### src/rtl/shifter_pkg.sv
// Shared definitions for the pipelined shifter: opcode encodings, the decoded
// per-request control word and the stage/level partitioning helpers.
package shifter_pkg;

    localparam logic [2:0] OP_SLL = 3'b000;
    localparam logic [2:0] OP_SRL = 3'b010;
    localparam logic [2:0] OP_SRA = 3'b001;
    localparam logic [2:0] OP_ROR = 3'b011;
    localparam logic [2:0] OP_ROL = 3'b100;

    // Decoded once at entry; every level downstream only sees right shifts.
    typedef struct packed {
        logic left;
        logic rotate;
        logic fill;
        logic illegal;
    } ctrl_t;

    function automatic int levels_per_stage(input int size, input int stages);
        int levels;
        levels = $clog2(size);
        return (levels + stages - 1) / stages;
    endfunction

    function automatic int stage_levels(input int size, input int stages, input int s);
        int levels;
        int lps;
        int first;
        levels = $clog2(size);
        lps    = levels_per_stage(size, stages);
        first  = lps * s;
        if (first >= levels) return 0;
        return (levels - first < lps) ? levels - first : lps;
    endfunction

    function automatic ctrl_t decode(input logic [2:0] sel, input logic msb);
        ctrl_t c;
        c = '0;
        case (sel)
            OP_SLL:  c.left = 1'b1;
            OP_SRL:  c.fill = 1'b0;
            OP_SRA:  c.fill = msb;
            OP_ROR:  c.rotate = 1'b1;
            OP_ROL:  begin c.left = 1'b1; c.rotate = 1'b1; end
            default: c.illegal = 1'b1;
        endcase
        return c;
    endfunction

endpackage

### src/rtl/pipelined_shifter_if.sv
// Request/response bundle of the pipelined shifter.
interface pipelined_shifter_if #(
    parameter int size  = 32,
    parameter int TAG_W = 5
);
    logic                    in_valid;
    logic                    in_ready;
    logic [2:0]              Sel;
    logic [$clog2(size)-1:0] shamt;
    logic [size-1:0]         Data_in;
    logic [TAG_W-1:0]        tag_in;
    logic                    out_valid;
    logic                    out_ready;
    logic [size-1:0]         Data_out;
    logic [TAG_W-1:0]        tag_out;
    logic                    illegal_op;

    // valid/ready: a transfer happens on a rising clk edge where both are 1;
    // a producer keeps valid and its payload stable until that edge.
    modport master (
        output in_valid, Sel, shamt, Data_in, tag_in, out_ready,
        input  in_ready, out_valid, Data_out, tag_out, illegal_op
    );
    modport slave (
        input  in_valid, Sel, shamt, Data_in, tag_in, out_ready,
        output in_ready, out_valid, Data_out, tag_out, illegal_op
    );
endinterface

### src/rtl/shift_stage.sv
// One pipeline stage: a chain of COUNT right-shift levels starting at level
// FIRST, followed by a handshake register that collapses bubbles.
module shift_stage
    import shifter_pkg::*;
#(
    parameter int FIRST = 0,
    parameter int COUNT = 1,
    parameter int size  = 32,
    parameter int TAG_W = 5
) (
    input  logic                    clk,
    input  logic                    reset,
    input  logic                    up_valid,
    output logic                    up_ready,
    input  logic [size-1:0]         up_data,
    input  logic [$clog2(size)-1:0] up_shamt,
    input  ctrl_t                   up_ctrl,
    input  logic [TAG_W-1:0]        up_tag,
    output logic                    dn_valid,
    input  logic                    dn_ready,
    output logic [size-1:0]         dn_data,
    output logic [$clog2(size)-1:0] dn_shamt,
    output ctrl_t                   dn_ctrl,
    output logic [TAG_W-1:0]        dn_tag
);
    logic [size-1:0] lvl [COUNT+1];

    assign lvl[0] = up_data;

    for (genvar i = 0; i < COUNT; i++) begin : g_level
        localparam int AMT = 1 << (FIRST + i);
        logic [size-1:0] moved;
        assign moved  = up_ctrl.rotate ? {lvl[i][AMT-1:0], lvl[i][size-1:AMT]}
                                       : {{AMT{up_ctrl.fill}}, lvl[i][size-1:AMT]};
        assign lvl[i+1] = up_shamt[FIRST+i] ? moved : lvl[i];
    end

    // An empty stage accepts even while the stage after it is stalled.
    assign up_ready = !dn_valid || dn_ready;

    always_ff @(posedge clk or negedge reset) begin
        if (!reset) begin
            dn_valid <= 1'b0;
            dn_data  <= '0;
            dn_shamt <= '0;
            dn_ctrl  <= '0;
            dn_tag   <= '0;
        end else if (up_ready) begin
            dn_valid <= up_valid;
            dn_data  <= lvl[COUNT];
            dn_shamt <= up_shamt;
            dn_ctrl  <= up_ctrl;
            dn_tag   <= up_tag;
        end
    end
endmodule

### src/rtl/pipelined_shifter.sv
// Pipelined logical/arithmetic shifter and rotator; left operations are
// bit-reversed at entry and exit so every level is a right shift.
module pipelined_shifter
    import shifter_pkg::*;
#(
    parameter int size   = 32,
    parameter int STAGES = 2,
    parameter int TAG_W  = 5
) (
    input  logic              clk,
    input  logic              reset,
    pipelined_shifter_if.slave bus
);
    localparam int SW  = $clog2(size);
    localparam int LPS = levels_per_stage(size, STAGES);

    logic [STAGES:0]   valid;
    logic [STAGES:0]   ready;
    logic [size-1:0]   data [STAGES+1];
    logic [SW-1:0]     amt  [STAGES+1];
    ctrl_t             ctrl [STAGES+1];
    logic [TAG_W-1:0]  tag  [STAGES+1];
    logic [size-1:0]   din_rev;
    logic [size-1:0]   dout_rev;
    logic              unused_tail;

    assign din_rev  = {<<{bus.Data_in}};
    assign ctrl[0]  = decode(bus.Sel, bus.Data_in[size-1]);
    assign valid[0] = bus.in_valid;
    assign data[0]  = ctrl[0].left ? din_rev : bus.Data_in;
    // Reserved opcodes travel with a zero amount so they pass through untouched.
    assign amt[0]   = ctrl[0].illegal ? '0 : bus.shamt;
    assign tag[0]   = bus.tag_in;

    assign bus.in_ready  = ready[0];
    assign ready[STAGES] = bus.out_ready;

    for (genvar s = 0; s < STAGES; s++) begin : g_stage
        shift_stage #(
            .FIRST (LPS * s),
            .COUNT (stage_levels(size, STAGES, s)),
            .size  (size),
            .TAG_W (TAG_W)
        ) u_stage (
            .clk      (clk),
            .reset    (reset),
            .up_valid (valid[s]),
            .up_ready (ready[s]),
            .up_data  (data[s]),
            .up_shamt (amt[s]),
            .up_ctrl  (ctrl[s]),
            .up_tag   (tag[s]),
            .dn_valid (valid[s+1]),
            .dn_ready (ready[s+1]),
            .dn_data  (data[s+1]),
            .dn_shamt (amt[s+1]),
            .dn_ctrl  (ctrl[s+1]),
            .dn_tag   (tag[s+1])
        );
    end

    assign dout_rev       = {<<{data[STAGES]}};
    assign bus.out_valid  = valid[STAGES];
    assign bus.Data_out   = ctrl[STAGES].left ? dout_rev : data[STAGES];
    assign bus.tag_out    = tag[STAGES];
    assign bus.illegal_op = ctrl[STAGES].illegal;

    assign unused_tail = ^{amt[STAGES], ctrl[STAGES].rotate, ctrl[STAGES].fill};
endmodule

### src/flat_wrapper.sv
// flat-port wrapper written by rule: the top's interface ports become plain ports
module pipelined_shifter_flat import shifter_pkg::*;
#(
    parameter int size   = 32,
    parameter int STAGES = 2,
    parameter int TAG_W  = 5
)
  (clk, reset, bus_in_valid, bus_Sel, bus_shamt, bus_Data_in, bus_tag_in, bus_out_ready, bus_in_ready, bus_out_valid, bus_Data_out, bus_tag_out, bus_illegal_op);
  pipelined_shifter_if #(.size(size), .TAG_W(TAG_W)) bus_i ();
  input  logic clk;
  input  logic reset;
  input wire logic [$bits(bus_i.in_valid)-1:0] bus_in_valid;
  input wire logic [$bits(bus_i.Sel)-1:0] bus_Sel;
  input wire logic [$bits(bus_i.shamt)-1:0] bus_shamt;
  input wire logic [$bits(bus_i.Data_in)-1:0] bus_Data_in;
  input wire logic [$bits(bus_i.tag_in)-1:0] bus_tag_in;
  input wire logic [$bits(bus_i.out_ready)-1:0] bus_out_ready;
  output wire logic [$bits(bus_i.in_ready)-1:0] bus_in_ready;
  output wire logic [$bits(bus_i.out_valid)-1:0] bus_out_valid;
  output wire logic [$bits(bus_i.Data_out)-1:0] bus_Data_out;
  output wire logic [$bits(bus_i.tag_out)-1:0] bus_tag_out;
  output wire logic [$bits(bus_i.illegal_op)-1:0] bus_illegal_op;
  assign bus_i.in_valid = bus_in_valid;
  assign bus_i.Sel = bus_Sel;
  assign bus_i.shamt = bus_shamt;
  assign bus_i.Data_in = bus_Data_in;
  assign bus_i.tag_in = bus_tag_in;
  assign bus_i.out_ready = bus_out_ready;
  assign bus_in_ready = bus_i.in_ready;
  assign bus_out_valid = bus_i.out_valid;
  assign bus_Data_out = bus_i.Data_out;
  assign bus_tag_out = bus_i.tag_out;
  assign bus_illegal_op = bus_i.illegal_op;
  pipelined_shifter #(.size(size), .STAGES(STAGES), .TAG_W(TAG_W)) u_core (.clk(clk), .reset(reset), .bus(bus_i));
endmodule
### config.mk
export PLATFORM = sky130hd
export DESIGN_NAME = pipelined_shifter_flat
export DESIGN_NICKNAME = d
export VERILOG_FILES = /design/src/rtl/shifter_pkg.sv /design/src/rtl/pipelined_shifter_if.sv /design/src/rtl/shift_stage.sv /design/src/rtl/pipelined_shifter.sv /design/src/flat_wrapper.sv
export SDC_FILE = /design/constraint.sdc
export NUM_CORES = 1
export LEC_CHECK = 0
export BUFFER_PORTS_ARGS = -buffer_cell sky130_fd_sc_hd__buf_2
export CORE_ASPECT_RATIO = 1.75
export CORE_MARGIN = 5
export CORE_UTILIZATION = 30
export CTS_CLUSTER_DIAMETER = 100
export DETAILED_ROUTE_END_ITERATION = 10
export PLACE_DENSITY = 0.48
export SLEW_MARGIN = 40
export SYNTH_ARGS = -nofsm -noshare
export SYNTH_HDL_FRONTEND = slang
export SYNTH_SLANG_ARGS = --single-unit
### constraint.sdc
create_clock -name clk -period 2.8 [get_ports clk]
set_input_delay 0.84 -clock clk [delete_from_list [all_inputs] [get_ports clk]]
set_output_delay 0.84 -clock clk [all_outputs]
set_load 0.02 [all_outputs]
# Word-level counts from Yosys, hierarchy flattened
# Cells that the tools add are included.
[op_classes]
eq_ne = 4
mux = 17
n_reduce_logical = 8
[op_table]
columns = ["operator", "n"]
rows = [
  ["2-to-1 mux 32 bit", 12],
  ["== test 3 x 2 -> 1 bit (second input constant)", 2],
  ["2-to-1 mux 5 bit", 1],
  ["OR reduction 5 bit", 1],
  ["2-to-1 mux 1 bit", 4],
  ["OR reduction 2 bit", 2],
  ["== test 3 x 1 -> 1 bit (second input constant)", 1],
  ["== test 3 bit (second input constant)", 1],
  ["logical NOT 3 bit", 1],
  ["logical NOT 1 bit", 2],
  ["logical OR 1 bit", 2],
]
[word_totals]
in_bits = 49
out_inout_bits = 40
regBits = 87
word_cells = 42

# Depth between registers and ports, before layout
# Gate-level depths: netlist (run 1).
[depth]
ltp_word = 10
depth_mapped = 10
depth_no_buf = 6

# Cells and area by module
# Synthesis (run 1) repeated with hierarchy kept, for this count alone.
[hier_totals]
cells_unflattened = 574
hier_area_um2 = 6236.0
[by_module_without_submodules]
columns = ["mod", "area_per_inst_um2", "seq_area_each_um2", "cells_each", "n_inst"]
rows = [
  ["shift_stage at u_core.g_stage[0].u_stage", 2805.2, 1176.1, 232, 1],
  ["shift_stage at u_core.g_stage[1].u_stage", 2562.5, 1176.1, 259, 1],
  ["pipelined_shifter", 868.3, 0.0, 83, 1],
]

# Worst setup path before layout (run 1)
# No wires, ideal clock.
[synth_path]
path_type = "in2out"
start = "input bus_out_ready"
end = "output bus_in_ready"
setup_slack_ns = 0.070
arrival_time_ns = 1.890
n_path_buf = 3
cell_stages = 6
required_ns = 1.960
path_cell_list = "nor2b_1 > buf_2 > and2_1 > inv_1 > buf_2 > buf_1"
[synth_between]
elab_chain_cells = 2
[synth_lines]
columns = ["element", "line_no", "text"]
rows = [
  ["from (decl)", "flat_wrapper.sv:17", "input wire logic [$bits(bus_i.out_ready)-1:0] bus_out_ready;"],
  ["logical OR 1 bit (2 in series)", "shift_stage.sv:39", "assign up_ready = !dn_valid || dn_ready;"],
  ["to (decl)", "flat_wrapper.sv:18", "output wire logic [$bits(bus_i.in_ready)-1:0] bus_in_ready;"],
]
# No other way between the ends.

# Worst setup path in the final report (run 1)
[layout_path]
start = "input bus_Sel[1]"
end = "register u_core.g_stage[0].u_stage.dn_data[26]"
[layout_between]
elab_chain_cells = 10
elab_cells_between_ends = 19
classes_between = "eq/ne (4); mux (11); reduce/logical (4)"
[layout_lines]
columns = ["element", "line_no", "text"]
rows = [
  ["from (decl)", "flat_wrapper.sv:13", "input wire logic [$bits(bus_i.Sel)-1:0] bus_Sel;"],
  ["== test 3 bit or logical NOT 3 bit (tied branches)", "shifter_pkg.sv:39", "case (sel)"],
  ["OR reduction 2 bit (no line)", "--", ""],
  ["2-to-1 mux 1 bit", "shifter_pkg.sv:39", ""],
  ["2-to-1 mux 32 bit", "pipelined_shifter.sv:30", "assign data[0] = ctrl[0].left ? din_rev : bus.Data_in;"],
  ["2-to-1 mux 32 bit", "shift_stage.sv:33", "assign moved = up_ctrl.rotate ? {lvl[i][AMT-1:0], lvl[i][size-1:AMT]}"],
  ["2-to-1 mux 32 bit", "shift_stage.sv:35", "assign lvl[i+1] = up_shamt[FIRST+i] ? moved : lvl[i];"],
  ["2-to-1 mux 32 bit", "shift_stage.sv:33", ""],
  ["2-to-1 mux 32 bit", "shift_stage.sv:35", ""],
  ["2-to-1 mux 32 bit", "shift_stage.sv:33", ""],
  ["2-to-1 mux 32 bit (*)", "shift_stage.sv:35", ""],
  ["to (signal assigned)", "shift_stage.sv:50", "dn_data <= lvl[COUNT];"],
  ["to (decl)", "shift_stage.sv:21", "output logic [size-1:0] dn_data,"],
]
# Mark *: on every way between the ends. The rest lies on a longest branch, timed or not.
# A chain may end at the register's enable or synchronous reset.

==> results summary, run 1 <==
The total of flip-flops plus latches after synthesis is 84. The time the final worst path needs with I/O delays and setup is 2.470 ns. The final routed wirelength across all metal layers is roughly 18000 µm. The post-detailed-route count of antenna-violating nets is 0.

The initial core utilization is 30.44%. The critical path in this run is classified as input port to flop. Entering global routing, the biggest net connects 73 pins. The worst relative slew slack came out at 51.52%. For this run, the register share of the synthesized area comes to between 30% and 40%.

The remaining design rule violation count is 0. The maximum level of the CTS H-tree came out at 3. The count of instances resized after the clock tree is built came out at 0. Data on the critical path is required at its endpoint by 3.03 ns. The total of fill cells in the finished design is 2061. In this run the clock root is driven by a clkbuf_16. Setup violations remaining at the end of the flow were counted as 0. The number of hold buffers added after cts came out at 0. The share of layout cells above drive strength 1 is 27.67%. The number of warning messages in the yosys log is 0. The total negative setup slack is 0 ns.

The startpoint of the most critical register-to-register path is u_core.g_stage[0].u_stage.dn_ctrl[1]. The worst setup path is launched from an input port. The HPWL reported at the end of detailed placement came out at 14270 µm. For this run, asynchronously set or reset flops after synthesis account for 100.0%. Counting distinct cell types in the post-synthesis netlist gives between 40 and 50. The maximum count of clock buffers along a single path came out at 2. In this run the power density over the cells is 640.7 nW/µm². Setup repair after global routing left no endpoint under its margin. After the first detailed-routing iteration, the DRC count stood at 265.

The aggregate global-route resource usage came out at 15.97%. Dividing the detail-routed wire length by the instance count gives roughly 18 µm. The post-synth net total is 719.

The hold violation count in the final report is 0. The number of buffer cells added on primary ports is between 80 and 90. The number of rows in the core area came out at 68. The later-pin clock latency in the skew report came out at 0.34 ns.

The maximum vdd drop came out at 362.0 µV. The data arrival time at the worst-slack endpoint came out at 2.70 ns. The floorplan die area came out at 22980 µm².

The average vias per placed instance came out at 5.402. The launch point of the worst path is bus_Sel[1]. The worst hold path belongs to the class flop to flop. The antenna cell count is 0. The fraction of the cycle the final worst path needs came out at around nine tenths. The iteration count of the initial detailed-routing pass came out at 5. The core region is 19650 µm². The run finished with clean final reports. The number of synthesized flops with an enable pin is 0. The pin slew with the least headroom to its limit is 0.7257 ns. The area of all sequential standard cells is 2102 µm². Yosys instantiated no cell more often than nand2_1. The placer's final routability congestion estimate came out at 0.8646. Relative to the synthesized area, the layout overhead comes to 17.80%.

The worst hold path startpoint is u_core.g_stage[0].u_stage.dn_tag[0]. The number of CTS-inserted buffers came out at 9. The number of antenna violations at the first check in global routing came out at 0. The post-layout net count is 785.

The setup slack of the most critical reg-to-reg path came out at 0.97 ns. The total leakage power is 3.086 nW. Yosys attributes the largest share of cell area to dfrtp_1, mux2_2, mux2i_1.

The average instance in the mapped netlist occupies 8.928 µm². The gate count after technology mapping came out at 670. The height of the die is 196.8 µm. The global-route wire length before repair is roughly 30000 µm.

The worst setup path is captured at a flop. Summing all multi-input logic gate instances after layout gives 3551 µm². The total design power came out at between 0.004 and 0.005 W. The via count of the first global-routing pass is 5419. For this run, the leading register cell type out of synthesis is dfrtp_1. The final number of max-transition violations came out at 0. The maximum fanout encountered on the critical timing path came out at 9. The x dimension of the die is 116.7 µm. Of all cell types, the one taking the most synthesized area is dfrtp_1. After clock tree synthesis, the setup repair step added 0 buffers. The synthesized area came out at between 5000 and 6000 µm². The final setup skew came out at roughly 0.0094 ns. The fraction of post-synthesis cell area in the top cell type by area came out at 35.14%.

The sum of overflow across all layers after global routing is 0. The maximum achievable frequency came out at 0.4048 GHz. The sink count of the clock tree came out at 84.

The number of maximum-capacitance constraint violations came out at 0. In this run the count of I/O pins placed on the die edge is 89. The clock transition at the register clock pins on the worst setup and hold paths after CTS is approximately 0.060 ns. The detailed-route via count came out at approximately 5300. TritonCTS built the clock tree. In the synthesized netlist, the cells that appear most often are nand2_1, dfrtp_1, a21oi_1, mux2_2, mux2i_1.
==> final timing paths <==
path,to,cells after the start
min reg2reg,u_core.g_stage[0].u_stage.dn_tag[0],2
max reg2reg,u_core.g_stage[1].u_stage.dn_data[16],6
min,u_core.g_stage[0].u_stage.dn_tag[0],2
min in group asynchronous,u_core.g_stage[0].u_stage.dn_tag[1],1
max,u_core.g_stage[0].u_stage.dn_data[26],7
max in group asynchronous,u_core.g_stage[0].u_stage.dn_data[8],2
==> sequential cells by signal, summed over array words and instances (netlist names) <==
name and flops:
u_core.g_stage.u_stage.dn_valid 2, u_core.g_stage.u_stage.dn_tag 10, u_core.g_stage.u_stage.dn_shamt 2, u_core.g_stage.u_stage.dn_data 64
u_core.g_stage.u_stage.dn_ctrl 6
==> power by group <==
| group | switching (W) | total (W) | internal, W |
|---|---|---|---|
| logic | 0.000952 | 0.00165 | 0.000693 |
| clock network | 0.000458 | 0.00119 | 0.000736 |
| registers | 0.000221 | 0.00168 | 0.00145 |
| total | 0.00163 | 0.00451 | 0.00288 |
==> per-layer routing <==
metal | global-route usage (%) | vias up | part of all wire (%)
met2 | 27.53 | 130 | 51
li1 | - | 2587 | -
met3 | 1.874 | 40 | 3.5
met4 | 9.566 | 0 | 6.0
met1 | 18.55 | 2569 | 40
met5 | 0 | - | 0
==> placed cells by master, fill, tap and decap left out, drive strengths merged <==
cell	netlist	layout
o21bai	1	1
a21o	6	6
a2bb2oi	1	1
inv	3	3
mux4	5	5
a21oi	61	61
nand4b	1	1
nand2b	4	4
clkbuf	27	12
clkinv	1	3
a22oi	2	2
clkinvlp	0	1
nor2b	32	32
buf	36	118
bufinv	0	1
nand3	4	4
a31oi	19	19
or2	2	2
mux2	57	57
o2bb2ai	19	19
a211o	8	8
a22o	2	2
dfrtp	84	84
and2	2	2
o32ai	1	1
nor3	1	1
o21ai	36	36
o21a	3	3
mux2i	53	53
o22ai	3	3
o31ai	16	16
nand2	109	109
a21boi	1	1
o221a	3	3
a221oi	1	1
and3	3	3
nor2	27	27
a311oi	2	2
a211oi	34	34
==> cell type report <==
type / instances / share of cell area, %
sequential: 84 / 29.83
clock inverter: 4 / 0.6747
inverter: 4 / 0.2131
timing repair buffer: 118 / 10.90
clock buffer: 12 / 3.640
multi-input combinational: 519 / 50.39
tap: 245 / 4.350
==> logic make-up after synthesis <==
logic type,count (synthesis),share of synthesized area [%]
flip-flops,84,35.14
buffers and inverters,67,5.668
multiplexers,115,21.54
AND/OR/NAND/NOR,185,13.64
AO/OA/AOI/OAI,219,24.01
==> stage by stage <==
stage | util [%] | cell area (µm²) | worst slack [ns] | std cells | hold WS, ns
finish | 35.85 | 7047 | 0.3298 | 986 | 0.4634
CTS | 35.85 | 7047 | 0.3219 | 986 | 0.4724
floorplan | - | 5982 | 0.06980 | 670 | 0.4301
detailed placement | 34.31 | 6743 | 0.007925 | 970 | 0.4598
global route | 35.85 | 7047 | 0.2306 | 986 | 0.4806
global placement | 34.31 | 6743 | 0.03303 | 970 | 0.4375
==> critical path, cell delays in order <==
cell	delay (ns)
buf_2	0.15
o21ai_2	0.31
nand2_1	0.29
mux4_2	0.37
mux2i_1	0.38
o22ai_1	0.17
a21o_1	0.18
Power figures use the tool's default switching activity.
==> run 2, diff against run 1 <==
- GPL_TIMING_DRIVEN: not set -> 0
==> results summary, run 2 (synthesized netlist as in run 1, its figures left out) <==
The later-pin clock latency in the skew report is 0.34 ns. The register with the most flip-flops in the layout has 64 of them. The maximum vdd drop is 328.7 µV. In this run the critical register-to-register path is launched from u_core.g_stage[0].u_stage.dn_shamt[3].

The maximum achievable frequency is 0.3725 GHz. The sink count of the clock tree came out at 84. The sequential share of power is a little over a third. Detailed placement ended at an HPWL of 17630 µm. In this run the static leakage power is 3.080 nW. The clock network fraction of total power is 26.3%.

The x dimension of the die is 116.7 µm. The data arrival time at the worst-slack endpoint came out at 1.84 ns. The placed instances occupy a cell area of 6748 µm². The global-route wire length before repair came out at 33460 µm. The floorplan step defined a core boundary enclosing 19650 µm².

The number of post-CTS setup repair buffers came out at 0. The average vias per placed instance came out at between 5 and 6. After clock tree synthesis, the clock-pin slew on the worst setup and hold paths is 0.06 ns. The number of rows in the core area is 68. The final number of max-transition violations came to 0. For this block, the routed nets add up to 21210 µm of wire. The flow ran to the end, and the final reports show no timing, DRC or antenna violations. The pin slew with the least headroom to its limit came out at 0.6909 ns.

More flip-flops sit in one register than any other, and that register is u_core.g_stage.u_stage.dn_data. The worst setup path is captured at an output port. Leaving out fill and tap cells, the most frequent cells in the layout are nand2_1, buf_2, dfrtp_1. The worst register-to-register path ends at u_core.g_stage[1].u_stage.dn_data[14].

Once the floorplan was initialized, standard cells occupied 30.44% of the core. Relative to the synthesized area, the layout overhead comes to 18.09%. The worst setup path is launched from an input port.

The area of all placed cells without fillers came out at approximately 7100 µm². Entering global routing, the biggest net connects 49 pins. The utilization of the core after routing came out at 35.94%. The buffer cell driving the clock tree root is clkbuf_16.

The aggregate global-route resource usage came out at between 10% and 20%. The number of I/O pins is between 80 and 90. The remaining design rule violation count came out at 0. The DRC violation total after the first TritonRoute iteration came out at 305. The via count of the first global-routing pass is 5768.

The final setup skew came out at 0.006198 ns. The placer's final routability congestion estimate came out at 0.9487. Setup repair after global routing left no endpoint under its margin. The routed layout has 5513 vias. Across the run, the number of max-cap violations was 0. Measured against its own limit, the worst slew margin works out to between 50% and 60%. The setup-violating endpoint count in the final report is 0. The detail route stage leaves a number of antenna-violating nets equal to 0. The worst register-to-register path has a setup slack of 0.38 ns. The worst setup path is of the input port to output port kind. For the finished layout, the period the worst path requires is around 2.7 ns. The required time of the critical path came out at roughly 2.0 ns. The maximum fanout encountered on the critical timing path is 19. The post-layout net count came out at 815. The total design power came out at 0.004574 W. The total routed wire length on the met1 layer is roughly 7600 µm. Signal routing reaches up to met4. The reported net switching power came out at roughly 0.0017 W. The final setup slack of the worst path came out at 0.1154 ns.

The number of buffer cells added on primary ports came out at 85. The share of total power consumed by net switching came out at between 30% and 40%. The maximum count of clock buffers along a single path came out at 2.

The path class of the tightest hold or removal check is input port to async pin. TritonCTS built the clock tree. The number of antenna violations at the first check in global routing came out at 0. The internal power of the cells came out at 0.002870 W. The number of cells traversed by the worst register-to-register path is 6. The ratio of total power to cell area came out at 647.4 nW/µm². The floorplan die area is 22980 µm².

After filler insertion, the fill cell instance count of the layout stands at 2075. Buffers inserted during clock tree synthesis total 9. The detailed route wirelength on metal2 came out at 12150 µm. The wire length per cell came out at ~21 µm. The sum of overflow across all layers after global routing came out at 0. The combinational share of power came out at 37.1%. The library cell used most frequently in the layout, excluding fill and tap cells, is nand2_1. The fraction of the cycle the final worst path needs is 95.88%. The share of layout cells above drive strength 1 came out at 26.20%. The maximum level of the CTS H-tree came out at 3.

The hold violation count in the final report is 0. The height of the die is 196.8 µm. The antenna cell count came out at 0. Final hold analysis gives a worst-case slack of a little under 0.4 ns. The amount of wire on met3 after detailed routing is ~690 µm. The iteration count of the initial detailed-routing pass came out at 7. The largest registers in the layout are u_core.g_stage.u_stage.dn_data x64, u_core.g_stage.u_stage.dn_tag x10, u_core.g_stage.u_stage.dn_ctrl x6. The placement-stage worst setup slack is -0.6657 ns.
run 2: cell types whose count changed in the layout (fill, tap and decap cells not counted), moves of 2 or more:
cell	change
buf_8	+2
buf_6	+5
clkbuf_2	+2
buf_4	-15
buf_1	+7
buf_2	+12
buf_12	-8
clkbuf_1	+24
nor2b_1	+2
run 2: through the flow:
step / std cells / TNS (ns)
6_report: 1016 / 0
5_1_grt: 1016 / 0
4_1_cts: 1016 / 0
3_5_place_dp: 1001 / -1.196
3_3_place_gp: 1000 / -1.014
2_1_floorplan: 670 / 0
run 2: repair_timing:
action / in CTS / in global routing
hold buffers: 0 / 0
resized for setup: 6 / 3
endpoints found under the setup margin: 30 / 2
run 2: worst max path at each step:
stage | startpoint | endpoint
after floorplan | bus_out_ready | bus_in_ready
after global placement | bus_out_ready | bus_in_ready
after detailed placement | bus_out_ready | bus_in_ready
after CTS | bus_out_ready | bus_in_ready
after global routing | bus_shamt[0] | u_core.g_stage[0].u_stage.dn_data[22]
final | bus_out_ready | bus_in_ready
run 2: power by group through the flow:
| stage | Clock (W) | Combinational (W) | Sequential [W] |
|---|---|---|---|
| after global routing | 0.00128 | 0.00184 | 0.00171 |
| after detailed placement | 0 | 0.00170 | 0.00170 |
| after CTS | 0.00122 | 0.00171 | 0.00168 |
| after floorplan | 0 | 0.00114 | 0.00161 |
| final | 0.00120 | 0.00170 | 0.00167 |
| after global placement | 0 | 0.00169 | 0.00168 |
run 2: worst max-delay path: stages:
cell and delay (ns):
buf_2 0.10, nor2b_1 0.10, buf_4 0.20, and2_1 0.18, inv_2 0.09, buf_8 0.17
buf_2 0.17
run 2: final cells by class:
type	instances	area (µm²)	area share [%]
multi-input cells	519	3541	50.12
flip-flops and latches	84	2102	29.76
inverters	4	15.01	0.2125
plain buffers	62	336.6	4.764
well taps	245	306.5	4.339
clock buffers	12	256.5	3.631
clock inverters	4	47.55	0.6730
repair buffers	86	459.2	6.500
run 2: routing by layer:
layer  vias to the layer above  track usage (%)
met2                       152            36.35
met3                        35            1.935
met4                         0            7.866
li1                       2651                -
met1                      2675            19.68
met5                         -                0
